## src/rtl/pllcfg_cmd_ctrl.sv

```systemverilog
// PLL-configuration command sequencer: accepts one host request, drives the one-hot
// command into the soft-CPU, tracks busy/done/error with timeouts and returns a coded response.
module pllcfg_cmd_ctrl #(
  parameter int ACK_TIMEOUT  = 1000,
  parameter int DONE_TIMEOUT = 16000000,
  parameter int CNT_W        = 24
) (
  input  logic        clk,
  input  logic        reset_n,
  input  logic        req_valid,
  output logic        req_ready,
  input  logic [1:0]  req_type,
  input  logic        abort,
  output logic [3:0]  pllcfg_cmd,
  input  logic [9:0]  pllcfg_stat,
  output logic        rsp_valid,
  input  logic        rsp_ready,
  output logic [2:0]  rsp_code,
  output logic [6:0]  rsp_info,
  output logic        busy,
  output logic [2:0]  dbg_state
);

  // Handshakes: a request transfers when req_valid & req_ready at a rising edge; a
  // response is consumed when rsp_valid & rsp_ready. Each valid holds until accepted.

  typedef enum logic [2:0] {
    S_IDLE      = 3'd0,
    S_WAIT_CLR  = 3'd1,
    S_ISSUE     = 3'd2,
    S_WAIT_DONE = 3'd3,
    S_RESP      = 3'd4
  } state_t;

  localparam logic [CNT_W-1:0] ACK_LAST  = CNT_W'(ACK_TIMEOUT - 1);
  localparam logic [CNT_W-1:0] DONE_LAST = CNT_W'(DONE_TIMEOUT - 1);
  localparam logic [CNT_W-1:0] CNT_MAX   = '1;

  localparam logic [2:0] CODE_OK    = 3'd0;
  localparam logic [2:0] CODE_ERR   = 3'd1;
  localparam logic [2:0] CODE_ACKTO = 3'd2;
  localparam logic [2:0] CODE_DONTO = 3'd3;
  localparam logic [2:0] CODE_ABORT = 3'd4;

  state_t           state, state_d;
  logic [1:0]       type_q, type_d;
  logic [2:0]       code_q, code_d;
  logic [6:0]       info_q, info_d;
  logic [3:0]       cmd_q, cmd_d;
  logic [CNT_W-1:0] cnt;
  logic             timed;

  logic stat_busy, stat_done, stat_err;
  assign stat_busy = pllcfg_stat[0];
  assign stat_done = pllcfg_stat[1];
  assign stat_err  = pllcfg_stat[2];

  always_comb begin
    state_d = state;
    type_d  = type_q;
    code_d  = code_q;
    info_d  = info_q;
    case (state)
      S_IDLE: begin
        if (req_valid) begin
          type_d  = req_type;
          state_d = stat_busy ? S_WAIT_CLR : S_ISSUE;
        end
      end
      S_WAIT_CLR: begin
        if (abort) begin
          state_d = S_RESP; code_d = CODE_ABORT; info_d = '0;
        end else if (!stat_busy) begin
          state_d = S_ISSUE;
        end else if (cnt >= ACK_LAST) begin
          state_d = S_RESP; code_d = CODE_ACKTO; info_d = '0;
        end
      end
      S_ISSUE: begin
        if (abort) begin
          state_d = S_RESP; code_d = CODE_ABORT; info_d = '0;
        end else if (stat_busy) begin
          state_d = S_WAIT_DONE;
        end else if (cnt >= ACK_LAST) begin
          state_d = S_RESP; code_d = CODE_ACKTO; info_d = '0;
        end
      end
      S_WAIT_DONE: begin
        // Busy dropping without done/error is not completion; keep waiting.
        if (abort) begin
          state_d = S_RESP; code_d = CODE_ABORT; info_d = '0;
        end else if (!stat_busy && (stat_done || stat_err)) begin
          state_d = S_RESP;
          code_d  = stat_err ? CODE_ERR : CODE_OK;
          info_d  = pllcfg_stat[9:3];
        end else if (cnt >= DONE_LAST) begin
          state_d = S_RESP; code_d = CODE_DONTO; info_d = '0;
        end
      end
      S_RESP: begin
        if (rsp_ready) state_d = S_IDLE;
      end
      default: state_d = S_IDLE;
    endcase
  end

  // Command register follows the next state so it rises on ISSUE entry and drops on exit.
  always_comb begin
    cmd_d = '0;
    if (state_d == S_ISSUE) cmd_d = 4'b0001 << type_d;
  end

  assign timed = (state == S_WAIT_CLR) || (state == S_ISSUE) || (state == S_WAIT_DONE);

  always_ff @(posedge clk or negedge reset_n) begin
    if (!reset_n) begin
      state  <= S_IDLE;
      type_q <= '0;
      code_q <= '0;
      info_q <= '0;
      cmd_q  <= '0;
      cnt    <= '0;
    end else begin
      state  <= state_d;
      type_q <= type_d;
      code_q <= code_d;
      info_q <= info_d;
      cmd_q  <= cmd_d;
      if (state_d != state) cnt <= '0;
      else if (timed && (cnt != CNT_MAX)) cnt <= cnt + CNT_W'(1);
    end
  end

  assign req_ready  = (state == S_IDLE);
  assign rsp_valid  = (state == S_RESP);
  assign busy       = (state != S_IDLE);
  assign pllcfg_cmd = cmd_q;
  assign rsp_code   = code_q;
  assign rsp_info   = info_q;
  assign dbg_state  = state;

endmodule

```

## config.mk

```make
export PLATFORM = sky130hd
export DESIGN_NAME = pllcfg_cmd_ctrl
export DESIGN_NICKNAME = d
export VERILOG_FILES = /design/src/rtl/pllcfg_cmd_ctrl.sv
export SDC_FILE = /design/constraint.sdc
export NUM_CORES = 1
export LEC_CHECK = 0
export CORE_ASPECT_RATIO = 0.6
export CORE_MARGIN = 3
export CORE_UTILIZATION = 45
export CTS_CLUSTER_SIZE = 40
export DETAILED_ROUTE_END_ITERATION = 6
export GPL_ROUTABILITY_DRIVEN = 0
export HOLD_SLACK_MARGIN = 0.1
export PLACE_DENSITY = 0.69
export SYNTH_ARGS = -nofsm -noshare
export SYNTH_HDL_FRONTEND = slang
export SYNTH_SLANG_ARGS = --single-unit
```

## constraint.sdc

```tcl
create_clock -name clk -period 2.8 [get_ports clk]
set_clock_uncertainty 0.1 [all_clocks]
set_input_delay 0.42 -clock clk [delete_from_list [all_inputs] [get_ports clk]]
set_output_delay 0.42 -clock clk [all_outputs]
set_load 0.005 [all_outputs]
```

==> results.toml <==
[outcome]
status = "completed"

[clocking]
cts_tree = "yes"
clock-sinks = 43
cts.path.max_buffers = 2
ctsResizeCount = 0
insertion_delay_ns = 0.28
cts_hold_buffers = 0
cts_buffers = 5
clkTransAtPathRegs_ns = 0.07
cts_setup_buffers = 0
root_buffer = "clkbuf_8"
cts-htree-levels = 2

[floorplan]
core_region_area_um2 = 4731
placementRows = 19
die_area_um2 = 5993
ioPinCount = 37
dieHeight_um = 61.18
dieWidth_um = 97.96
start_util_pct = 48.27

[sta]
setup_viol = 0
finalCritPeriodShare_pct = 88.84
slew_violations = 0
min_period_ns = 2.488
fin_tns_setup_ns = 0
max-slew-margin-rel_pct = 37.56
hold_viol_final = 0
setup_ws_ns = 0.3124
fin_hold_ws_ns = 0.1761
worst_slew_pin_slew_ns = 0.9366
max_freq_mhz = 402.0
rsz0062_at_grt = "no"

[routing]
first_pass_iters = 5
totalWireLength_um = 5085
vias_per_cell = 5.500
vias = 1837
drc_errors = 0
drt_iter0_drc = 119
antenna_left = 0
wl_per_cell_um = 15.22

[power_and_ir_drop]
p_clk_share_pct = 18.8
swShare_pct = 33.42
power_frac_comb_pct = 37.8
power.total_mw = 1.873
internal-power_mw = 1.247
pwr-share-seq_pct = 43.4
cellPowerDensity_nw_per_um2 = 675.5
p_leak_nw = 1.153
switching_power_uw = 626.0
ir_drop_mv = 0.4661

[worst_setup_path]
reg2reg_depth = 8
path_delay_family = "compound AO/OA/AOI/OAI gates"
crit_cells = 8
endpoint_kind = "register"
required_ns = 2.87
slowest_delay_ns = 0.47
cp-start-kind = "register"
crit_buf_inv = 1
worstSetupPathType = "reg -> reg"
crit_chain = "ha_1, a211oi_1, o31ai_1, nor3_1, nor4_2, a21oi_4, buf_4, a22o_1"
arrival_ns = 2.56
slowest_stage = "o31ai_1"
crit_fanout = 7
worstReg2RegStart = "cnt[0]$_DFFE_PN0P_"
timing.critical_path.from = "cnt[0]$_DFFE_PN0P_"

[logic_synthesis]
synth-adder-area-share_pct = 0.5479
ys_seq_elements = 43
synth-edff-count = 0
ys.warnings.count = 0
synthFlopType = "dfrtp_1"
synth.area.mux_share_pct = 2.301
syn_inst = 234
synth_top_family_by_area = "simple AND/OR/NAND/NOR gates"
synthSimpleGateAreaFrac_pct = 28.33
synth_nets = 252
synth_area_um2 = 2283
syn_area_per_cell_um2 = 9.758
synth-seq-area-share_pct = 47.12
synthXorXnorAreaFrac_pct = 8.822
synth_compound_area_share_pct = 10.30
ys_types = 44
postSynth.asyncResetShare_pct = 100.0

[finish]
mostFrequentLayoutCell = "dfrtp_1"
num_antenna_cells = 0
final_nets = 290
final_area_um2 = 2773
utilization_pct = 58.61
stdcell_count = 334
drive_above_1_share_pct = 7.011
synthToLayoutAreaGrowth_pct = 21.42
final_cell_mix = "dfrtp_1 (43), nor2_1 (40), clkdlybuf4s50_1 (35), xor2_1 (18)"

[worst_hold_path]
hp-class = "in -> async"

[global_route]
grt.total_usage_pct = 18.29
grt_max_degree = 44
grt_pass1_vias = 1709
grt_overflow_total = 0
grt_pass1_wl_um = 8618
grt_antenna_before_repair = 0

[job]
cap_violations = 0

[placed_design]
dpl.hpwl_um = 3771
dpl_worst_slack_ns = 0.2270
dp_cells = 328
place_area_um2 = 2700
portBuffers = 36
-- cell type report --
| class | instances | area, um2 |
|---|---|---|
| sequential | 43 | 1076 |
| multi-input combinational | 179 | 1149 |
| tap | 63 | 78.83 |
| timing repair buffer | 40 | 385.4 |
| inverter | 3 | 11.26 |
| clock buffer | 6 | 72.57 |
| fill | 422 | 1958 |
-- cell usage after synthesis, types with 5 or more instances --
cell | count | share of area, %
a22o_1 | 7 | 2.7
buf_2 | 5 | 1.1
dfrtp_1 | 43 | 47
nand2_1 | 12 | 2.0
nand2b_1 | 8 | 2.2
nand3_1 | 11 | 2.4
nand4_1 | 12 | 3.3
nor2_1 | 40 | 6.6
nor3_1 | 5 | 1.1
nor4_1 | 5 | 1.4
or3_1 | 6 | 1.6
xnor2_1 | 5 | 1.9
xor2_1 | 18 | 6.9
-- power by group through the flow --
| stage | Clock (mW) | Combinational [mW] | Sequential [mW] |
|---|---|---|---|
| after global placement | 0 | 0.710 | 0.819 |
| after CTS | 0.373 | 0.721 | 0.812 |
| final | 0.352 | 0.709 | 0.812 |
| after detailed placement | 0 | 0.717 | 0.823 |
| after global routing | 0.398 | 0.787 | 0.831 |
| after floorplan | 0 | 0.428 | 0.779 |
-- metal layers --
| metal | wire, um | track usage, % | share of wire (%) | vias to the layer above |
|---|---|---|---|---|
| li1 | - | - | - | 906 |
| met1 | 2715 | 30.27 | 53 | 882 |
| met2 | 2026 | 23.69 | 40 | 47 |
| met3 | 331 | 4.299 | 6.5 | 2 |
| met4 | 11 | 3.156 | 0.22 | 0 |
| met5 | 0 | 0 | 0 | - |
-- worst paths after layout --
check	endpoint	slack (ns)
setup / recovery	rsp_info[0]$_DFFE_PN0P_	0.31
hold / removal	cnt[9]$_DFFE_PN0P_	0.18
setup reg to reg	rsp_info[0]$_DFFE_PN0P_	0.31
hold reg to reg	rsp_code[1]$_DFFE_PN0P_	0.40
max in group asynchronous	dbg_state[2]$_DFF_PN0_	1.84
min in group clk	rsp_code[1]$_DFFE_PN0P_	0.40
-- flip-flops by register name (all words and copies together), names as in the netlist --
| register | cells |
|---|---|
| cnt | 24 |
| pllcfg_cmd | 4 |
| dbg_state | 3 |
| rsp_code | 3 |
| rsp_info | 7 |
| type_q | 2 |
-- logic make-up (layout without fill, tap and decap cells) --
logic type,after synthesis,after routing
and+or+nand+nor,120,120
DFF,43,43
AOI/OAI and AO/OA,30,30
xor gates and xnor gates,23,23
buffers and inverters,12,49
muxes,5,5
adders and majority gates,1,1
Note: power is estimated with default switching activity, not from simulation.
